[config.mk]
export PLATFORM = sky130hd
export DESIGN_NAME = pipe_skid_reg
export DESIGN_NICKNAME = d
export VERILOG_FILES = /design/src/rtl/pipe_skid_reg.sv
export SDC_FILE = /design/constraint.sdc
export NUM_CORES = 1
export LEC_CHECK = 0
export ABC_CLOCK_PERIOD_IN_PS = 1700
export CAP_MARGIN = 20
export CORE_MARGIN = 3
export CORE_UTILIZATION = 43
export DETAILED_ROUTE_END_ITERATION = 10
export GPL_TIMING_DRIVEN = 0
export PLACE_DENSITY_LB_ADDON = 0.12
export SETUP_SLACK_MARGIN = 0.02
export SLEW_MARGIN = 25
export SYNTH_ARGS = -nofsm -noshare
export SYNTH_HDL_FRONTEND = slang
export SYNTH_SLANG_ARGS = --single-unit
[constraint.sdc]
create_clock -name clk -period 1.7 [get_ports clk]
set_input_delay 0.34 -clock clk [delete_from_list [all_inputs] [get_ports clk]]
set_output_delay 0.34 -clock clk [all_outputs]
set_load 0.03 [all_outputs]
[src/rtl/pipe_skid_reg.sv]
// pipe_skid_reg -- single pipeline stage with a one-entry skid buffer.
//
// Keeps full throughput on a valid/ready handshake while in_ready is taken
// only from registered state and the bubble input. It never depends on
// out_ready. The main entry drives the outputs. The skid entry catches the
// one item that was accepted in the same cycle downstream stalled.
//
// Ports
//   clk        clock; all state updates on its rising edge
//   reset      synchronous, active-high; overrides every other input
//   in_valid   upstream presents in_data
//   in_ready   stage accepts in_data this cycle (!skid_v && !bubble)
//   in_data    upstream payload, WIDTH bits
//   out_valid  out_data valid to downstream
//   out_ready  downstream consumes this cycle
//   out_data   payload to downstream, zero when out_valid=0
//   flush      discard all held entries; overrides accept/consume/bubble
//   bubble     refuse upstream this cycle; downstream side unaffected
//   stall_cnt  saturating count of cycles with out_valid=1, out_ready=0
//   flush_cnt  saturating count of flush cycles that dropped a valid entry
//
// Build option
//   PIPE_SKID_PERF_CNT_EN  when defined, stall_cnt/flush_cnt count. When it
//                          is undefined, both ports are tied to zero and no
//                          counter flops are built.

module pipe_skid_reg #(
    parameter int unsigned WIDTH = 32,
    parameter int unsigned CNT_W = 32
) (
    input  logic             clk,
    input  logic             reset,
    input  logic             in_valid,
    output logic             in_ready,
    input  logic [WIDTH-1:0] in_data,
    output logic             out_valid,
    input  logic             out_ready,
    output logic [WIDTH-1:0] out_data,
    input  logic             flush,
    input  logic             bubble,
    output logic [CNT_W-1:0] stall_cnt,
    output logic [CNT_W-1:0] flush_cnt
);

    // EMPTY: main_v=0; FULL: main_v=1, skid_v=0; SKID: both valid.
    typedef enum logic [1:0] {
        ST_EMPTY = 2'd0,
        ST_FULL  = 2'd1,
        ST_SKID  = 2'd2
    } state_t;

    state_t           r_state;
    state_t           w_state_nxt;
    logic [WIDTH-1:0] r_main_d;
    logic [WIDTH-1:0] r_skid_d;
    logic [WIDTH-1:0] w_main_d_nxt;
    logic [WIDTH-1:0] w_skid_d_nxt;

    logic             w_main_v;
    logic             w_skid_v;
    logic             w_accept;
    logic             w_consume;

    assign w_main_v  = (r_state != ST_EMPTY);
    assign w_skid_v  = (r_state == ST_SKID);

    assign in_ready  = !w_skid_v && !bubble;
    assign out_valid = w_main_v;
    // main_d keeps its last value after a drain, so it is masked here.
    assign out_data  = w_main_v ? r_main_d : '0;

    assign w_accept  = in_valid && in_ready;
    assign w_consume = w_main_v && out_ready;

    always_ff @(posedge clk) begin
        if (reset) begin
            r_state  <= ST_EMPTY;
            r_main_d <= '0;
            r_skid_d <= '0;
        end else begin
            r_state  <= w_state_nxt;
            r_main_d <= w_main_d_nxt;
            r_skid_d <= w_skid_d_nxt;
        end
    end

    always_comb begin
        w_state_nxt  = r_state;
        w_main_d_nxt = r_main_d;
        w_skid_d_nxt = r_skid_d;

        if (flush) begin
            w_state_nxt  = ST_EMPTY;
            w_main_d_nxt = '0;
            w_skid_d_nxt = '0;
        end else begin
            unique case (r_state)
                ST_EMPTY: begin
                    if (w_accept) begin
                        w_state_nxt  = ST_FULL;
                        w_main_d_nxt = in_data;
                    end
                end
                ST_FULL: begin
                    if (w_accept && w_consume) begin
                        w_main_d_nxt = in_data;
                    end else if (w_accept) begin
                        w_state_nxt  = ST_SKID;
                        w_skid_d_nxt = in_data;
                    end else if (w_consume) begin
                        w_state_nxt  = ST_EMPTY;
                    end
                end
                ST_SKID: begin
                    // in_ready is low here, so only the consume path applies.
                    if (w_consume) begin
                        w_state_nxt  = ST_FULL;
                        w_main_d_nxt = r_skid_d;
                    end
                end
                default: begin
                    w_state_nxt  = ST_EMPTY;
                end
            endcase
        end
    end

`ifdef PIPE_SKID_PERF_CNT_EN
    logic [CNT_W-1:0] r_stall_cnt;
    logic [CNT_W-1:0] r_flush_cnt;
    logic             w_stall_evt;
    logic             w_flush_evt;

    assign w_stall_evt = w_main_v && !out_ready;
    // skid_v implies main_v, so main_v alone marks "at least one valid entry".
    assign w_flush_evt = flush && w_main_v;

    always_ff @(posedge clk) begin
        if (reset) begin
            r_stall_cnt <= '0;
            r_flush_cnt <= '0;
        end else begin
            if (w_stall_evt && (r_stall_cnt != '1)) begin
                r_stall_cnt <= r_stall_cnt + CNT_W'(1);
            end
            if (w_flush_evt && (r_flush_cnt != '1)) begin
                r_flush_cnt <= r_flush_cnt + CNT_W'(1);
            end
        end
    end

    assign stall_cnt = r_stall_cnt;
    assign flush_cnt = r_flush_cnt;
`else
    assign stall_cnt = '0;
    assign flush_cnt = '0;
`endif

endmodule

==> flow_metrics.py, run 1 <==
metrics = {
    "placed_design": {
        "gp_congestion": 0.747,
        "dpl_cell_area_um2": 4440,
        "place_hpwl_um": 5630,
        "post-place-ws_ns": -0.628,
        "port_buffers": 71,
    },
    "global_route": {
        "grt_use_total_pct": 17.8,
        "grt_max_degree": 12,
        "antenna_found_initial": 0,
        "grt_pass1_vias": 2620,
        "grt_pass1_wl_um": 12500,
        "grt_overflow_total": 0,
    },
    "setup_path": {
        "cp-start-kind": "register",
        "cpMaxStageDelayCell": "dfxtp_4",
        "critPathMostFrequentCell": "buf_6",
        "r2r-end": "r_main_d[21]",
        "crit_type": "reg2out",
        "cpPeakStageDelay_ns": 0.37,
        "end_kind": "output pin",
        "worstPathMaxFanout": 8,
        "crit_chain": "nor2_4 > buf_12 > buf_8 > buf_6 > nor2b_4 > buf_6",
        "r2r_setup_slack_ns": 0.17,
        "critical_path_arrival_ns": 1.36,
        "worstPathRequired_ns": 1.36,
        "rr_worst_depth": 6,
        "r2r_start": "r_state[0]",
    },
    "cells_and_area": {
        "diodes": 0,
        "drive_gt1_share_pct": 28.8,
        "nNetsFinal": 593,
        "area_growth_pct": 42.3,
        "final-seq-area_um2": 1330,
        "nFillCells": 650,
        "multi_input_area_um2": 1690,
        "design_area_um2": 4780,
    },
    "pwr": {
        "power.density_nw_per_um2": 737,
        "p_total_uw": 3530,
        "p_clk_share_pct": 36.5,
        "p_sw_uw": 970,
        "p_int_uw": 2560,
        "swShare_pct": 27.5,
        "combPwrFrac_pct": 18.5,
        "peakVddDrop_mv": 0.507,
        "p_leak_uw": 0.00227,
        "seqPwrFrac_pct": 45.0,
    },
    "drt": {
        "drt-vias-per-instance": 4.44,
        "first_iter_violations": 102,
        "wirelength_um": 8170,
        "first_pass_iters": 4,
        "wl_per_cell_um": 12.4,
        "vias": 2921,
        "drtAntennaViolNets": 0,
        "drc": 0,
    },
    "min_path": {
        "holdPathEnd": "r_state[1]",
        "min_path_type": "in2reg",
        "min_from": "bubble",
        "holdPathStages": 4,
    },
    "floorplan": {
        "fp.dieH_um": 94.4,
        "rows": 31,
        "coreArea_um2": 7410,
        "die_w_um": 94.4,
        "initial_core_util_pct": 45.4,
        "io_pins": 136,
        "die_area_um2": 8920,
    },
    "cts": {
        "numClockSinks": 66,
        "h-tree-depth": 3,
        "cts_hold_buf": 0,
        "clk_pin_slew_ns": 0.06,
        "worstSkewPairLatency_ns": 0.33,
        "cts_inserted_buffers": 9,
        "clock-root-buffer": "clkbuf_8",
        "cts_tree": "yes",
        "clock_path_buffers": 2,
    },
    "run_status": {
        "status": "finished with violations",
        "violations": "negative setup slack",
    },
    "timing": {
        "holdWs_ns": 0.448,
        "finalWorstPathRequiredPeriod_ns": 1.70,
        "finalSetupViolations": 1,
        "worst_pin_slew_ns": 0.526,
        "worst_slack_ns": -0.00147,
        "max_freq_ghz": 0.588,
        "finalHoldViolCount": 0,
        "slew_violations": 0,
        "finClkSkew_ns": 0.00802,
        "relSlewSlack_pct": 65.0,
        "period_share_pct": 100,
        "grt_setup_unrepaired": "true",
    },
    "yosys": {
        "avgSynthCellArea_um2": 8.36,
        "synth_top_area_share_pct": 39.3,
        "yosys-top-cells-area": "dfxtp_1, buf_4, mux2i_1",
        "syn_area_um2": 3360,
        "yosys_warnings": 0,
        "postSynthCellCount": 402,
        "yosysSeqAreaShare_pct": 39.3,
        "synth_seq_cells": 66,
        "yosys-top-cells-count": "buf_4, dfxtp_1, nand2_1, a21oi_1",
        "async_reset_ff_share_pct": 0,
        "synth_edf_count": 0,
        "synth.distinct_cells": 24,
        "yosys.area.top_type": "dfxtp_1",
        "synth_flop_cell": "dfxtp_1",
    },
    "job": {
        "maxCapViolations": 0,
    },
}
## worst max-delay path by stage
stage,startpoint,to,slack [ns],depth (start not counted)
floorplan,r_state[1],in_ready,0.14,5
global placement,r_state[1],out_data[13],-0.61,5
detailed placement,r_state[1],out_data[13],-0.63,5
CTS,r_state[0],out_data[21],-0.03,6
global route,r_state[0],out_data[21],-0.05,6
finish,r_state[1],out_data[21],-0.001,6
## layout make-up
| class | count | share of cell area [%] |
|---|---|---|
| Buffer | 90 | 14.4 |
| Tap cell | 99 | 2.59 |
| Sequential cell | 66 | 27.8 |
| Clock inverter | 5 | 1.15 |
| Multi-Input combinational cell | 306 | 35.3 |
| Clock buffer | 10 | 2.88 |
| Inverter | 1 | 0.0785 |
| Timing Repair Buffer | 81 | 15.8 |
## routing by layer
metal  wire length, um  part of all wire [%]  track usage (%)
met2              4010                    49             30.1
met1              3410                    42             22.1
met4               102                   1.2             5.17
met5                 0                     0                0
met3               651                   8.0             5.02
## critical path, delay by kind of cell (launching register included)
family,cells,cell delay [ns]
buffers and inverters,4,0.51
DFF,1,0.37
and+or+nand+nor,2,0.16
## through the flow
stage | cells | TNS, ns | util [%]
floorplan | 465 | 0 | -
global placement | 635 | -35.53 | 59.9
detailed placement | 635 | -36.07 | 59.9
CTS | 658 | -0.0464 | 63.2
global route | 658 | -0.443 | 64.6
finish | 658 | -0.00147 | 64.6
## layout by cell type, fill, tap and decap left out
master / instances
dlymetal6s2s_1: 1
dfxtp_1: 64
nor2_4: 1
and2_1: 1
nand2b_1: 1
clkbuf_2: 4
nor3b_4: 1
buf_8: 1
o22a_1: 1
or2_2: 1
nor2b_1: 23
clkinvlp_4: 2
a21oi_1: 65
nand2b_4: 1
nor2_1: 2
nor2b_2: 5
a211oi_1: 1
mux2i_1: 33
o21ai_0: 4
clkdlybuf4s50_1: 36
conb_1: 64
clkbuf_8: 13
bufinv_16: 1
clkinv_2: 2
nand3b_1: 1
buf_4: 92
clkbuf_4: 2
nor2b_4: 6
clkbuf_1: 6
buf_2: 8
buf_12: 3
nand2_1: 66
dfxtp_4: 2
inv_1: 1
o21ai_1: 28
o31ai_4: 1
buf_6: 15
## flip-flops by register name, indices dropped and copies added (netlist names)
name      count
r_main_d     32
r_skid_d     32
r_state       2
## timing repair
action,in CTS,in global routing
resized for setup,214,49
pin swaps,2,1
buffers inserted,8,1
hold endpoints to repair,0,0
gates cloned,2,0
endpoints found under the setup margin,60,65
## kinds of logic (layout without fill, tap and decap cells)
| kind of cell | count (synthesis) | count (layout) | share of synthesized area [%] |
|---|---|---|---|
| other | 1 | 64 | 0.112 |
| AOI/OAI and AO/OA | 100 | 100 | 15.6 |
| muxes | 33 | 33 | 9.83 |
| and+or+nand+nor | 109 | 109 | 15.7 |
| buffers and inverters | 93 | 187 | 19.5 |
| DFF | 66 | 66 | 39.3 |
## power groups by stage
| stage | registers, uW | clock network [uW] | logic, uW |
|---|---|---|---|
| 5_1_grt | 1590 | 1370 | 696 |
| 3_5_place_dp | 1620 | 0 | 604 |
| 3_3_place_gp | 1620 | 0 | 600 |
| 2_1_floorplan | 1620 | 0 | 449 |
| 4_1_cts | 1590 | 1310 | 634 |
| 6_report | 1590 | 1290 | 651 |
(Power assumes the default switching activity.)
==> run 2: changes to the inputs <==
--- a/config.mk
+++ b/config.mk
@@ -5,12 +5,11 @@
 export SDC_FILE = /design/constraint.sdc
 export NUM_CORES = 1
 export LEC_CHECK = 0
-export ABC_CLOCK_PERIOD_IN_PS = 1700
+export ABC_CLOCK_PERIOD_IN_PS = 1800
 export CAP_MARGIN = 20
 export CORE_MARGIN = 3
 export CORE_UTILIZATION = 43
 export DETAILED_ROUTE_END_ITERATION = 10
-export GPL_TIMING_DRIVEN = 0
 export PLACE_DENSITY_LB_ADDON = 0.12
 export SETUP_SLACK_MARGIN = 0.02
 export SLEW_MARGIN = 25
==> constraint.sdc (replaced) <==
create_clock -name clk -period 1.8 [get_ports clk]
set_input_delay 0.36 -clock clk [delete_from_list [all_inputs] [get_ports clk]]
set_output_delay 0.36 -clock clk [all_outputs]
set_load 0.03 [all_outputs]
==> flow_metrics.py, run 2 (synthesized netlist as in run 1, its figures left out) <==
metrics = {
    "timing": {
        "finClkSkew_ns": 0.00397,
        "grt_setup_unrepaired": "true",
        "holdWs_ns": 0.452,
        "finalHoldViolCount": 0,
        "slew_violations": 0,
        "max_freq_ghz": 0.571,
        "period_share_pct": 97.3,
        "finalSetupViolations": 0,
        "finalWorstPathRequiredPeriod_ns": 1.75,
    },
    "pwr": {
        "peakVddDrop_mv": 0.603,
        "p_leak_uw": 0.00186,
        "power.density_nw_per_um2": 867,
    },
    "cells_and_area": {
        "nNetsFinal": 513,
        "fin_util_pct": 56.5,
        "drive_gt1_share_pct": 16.3,
        "final_cell_mix": "nand2_1, dfxtp_1, a21oi_1",
        "area_growth_pct": 24.5,
        "design_area_um2": 4190,
        "top_regs": "r_main_d (32), r_skid_d (32), r_state (2)",
        "diodes": 0,
    },
    "drt": {
        "wl_per_cell_um": 13.2,
        "vias": 2683,
        "first_iter_violations": 89,
        "wirelength_um": 7620,
        "first_pass_iters": 4,
        "drt-vias-per-instance": 4.63,
        "drtAntennaViolNets": 0,
        "drc": 0,
    },
    "setup_path": {
        "crit_type": "reg2out",
        "worstPathMaxFanout": 17,
        "worstPathRequired_ns": 1.44,
        "cp-start-kind": "register",
        "critical_path_arrival_ns": 1.39,
        "end_kind": "output pin",
        "cpPeakStageDelay_ns": 0.34,
        "cpMaxStageDelayCell": "dfxtp_1",
        "rr_worst_depth": 6,
        "crit_chain": "nor2_4 > buf_12 > nor2b_1 > clkdlybuf4s15_2",
    },
    "cts": {
        "clock_path_buffers": 2,
        "cts_hold_buf": 0,
        "h-tree-depth": 3,
        "clock-root-buffer": "clkbuf_8",
        "clk_pin_slew_ns": 0.07,
        "cts_tree": "yes",
        "worstSkewPairLatency_ns": 0.34,
        "numClockSinks": 66,
        "cts_setup_buffers": 0,
        "cts_inserted_buffers": 9,
    },
    "floorplan": {
        "coreArea_um2": 7410,
        "fp.dieH_um": 94.4,
        "die_area_um2": 8920,
        "rows": 31,
        "die_w_um": 94.4,
        "initial_core_util_pct": 45.4,
        "io_pins": 136,
    },
    "global_route": {
        "grt_use_total_pct": 16.6,
        "antenna_found_initial": 0,
        "grt_pass1_wl_um": 11600,
        "grt_overflow_total": 0,
        "grt_max_degree": 33,
        "grt_pass1_vias": 2420,
    },
    "job": {
        "maxCapViolations": 0,
    },
    "placed_design": {
        "dpl_cell_area_um2": 3990,
        "place_hpwl_um": 5100,
        "gp_congestion": 0.762,
        "port_buffers": 71,
    },
    "run_status": {
        "status": "finished, final reports clean",
    },
    "min_path": {
        "min_path_type": "reg2reg",
        "holdPathStages": 2,
    },
}
[run 2: critical path: cells and delay by family (launching register included)]
family / cells / cell delay (ns)
flip-flops: 1 / 0.34
buffers and inverters: 2 / 0.45
AND/OR/NAND/NOR: 2 / 0.25
[run 2: path summary, 6_finish.rpt]
check,start,end,slack [ns]
max,r_state[0],out_data[12],0.05
min,r_skid_d[17],r_skid_d[17],0.45
min reg2reg,r_skid_d[17],r_skid_d[17],0.45
max reg2reg,r_state[0],r_main_d[3],0.30
[run 2: per-stage QoR]
| stage | power (uW) | setup slack [ns] | setup TNS [ns] | instances |
|---|---|---|---|---|
| after detailed placement | 2010 | -0.0727 | -1.80 | 563 |
| after CTS | 3660 | -0.00625 | -0.00625 | 579 |
| after floorplan | 1950 | 0.0879 | 0 | 465 |
| after global placement | 2010 | -0.0292 | -0.649 | 563 |
| final | 3630 | 0.0486 | 0 | 579 |
| after global routing | 3750 | -0.0340 | -0.315 | 579 |
[run 2: repair_timing]
action / CTS / global route
resized for setup: 114 / 19
setup endpoints to repair: 31 / 21
pin swaps: 1 / 0
[run 2: layout make-up]
| class | instances | area [um^2] |
|---|---|---|
| clock buffer | 9 | 124 |
| clock inverter | 7 | 141 |
| fill | 723 | 3220 |
| inverter | 1 | 3.75 |
| multi-input combinational | 306 | 1630 |
| sequential | 66 | 1320 |
| tap | 99 | 124 |
| timing repair buffer | 91 | 840 |
[run 2: layer usage]
metal  vias to the layer above  global-route usage [%]  share of wire (%)
met4                         0                    4.93               0.85
met3                         7                    6.69                7.4
met2                        91                    26.5                 46
li1                       1350                       -                  -
met1                      1235                    20.7                 46
met5                         -                       0                  0
[run 2: power breakdown]
group	leakage, uW	switching (uW)	total, uW	internal (uW)
sequential	0.000534	14.5	1500	1490
clock	0.000129	592	1650	1060
combinational	0.00120	320	478	158
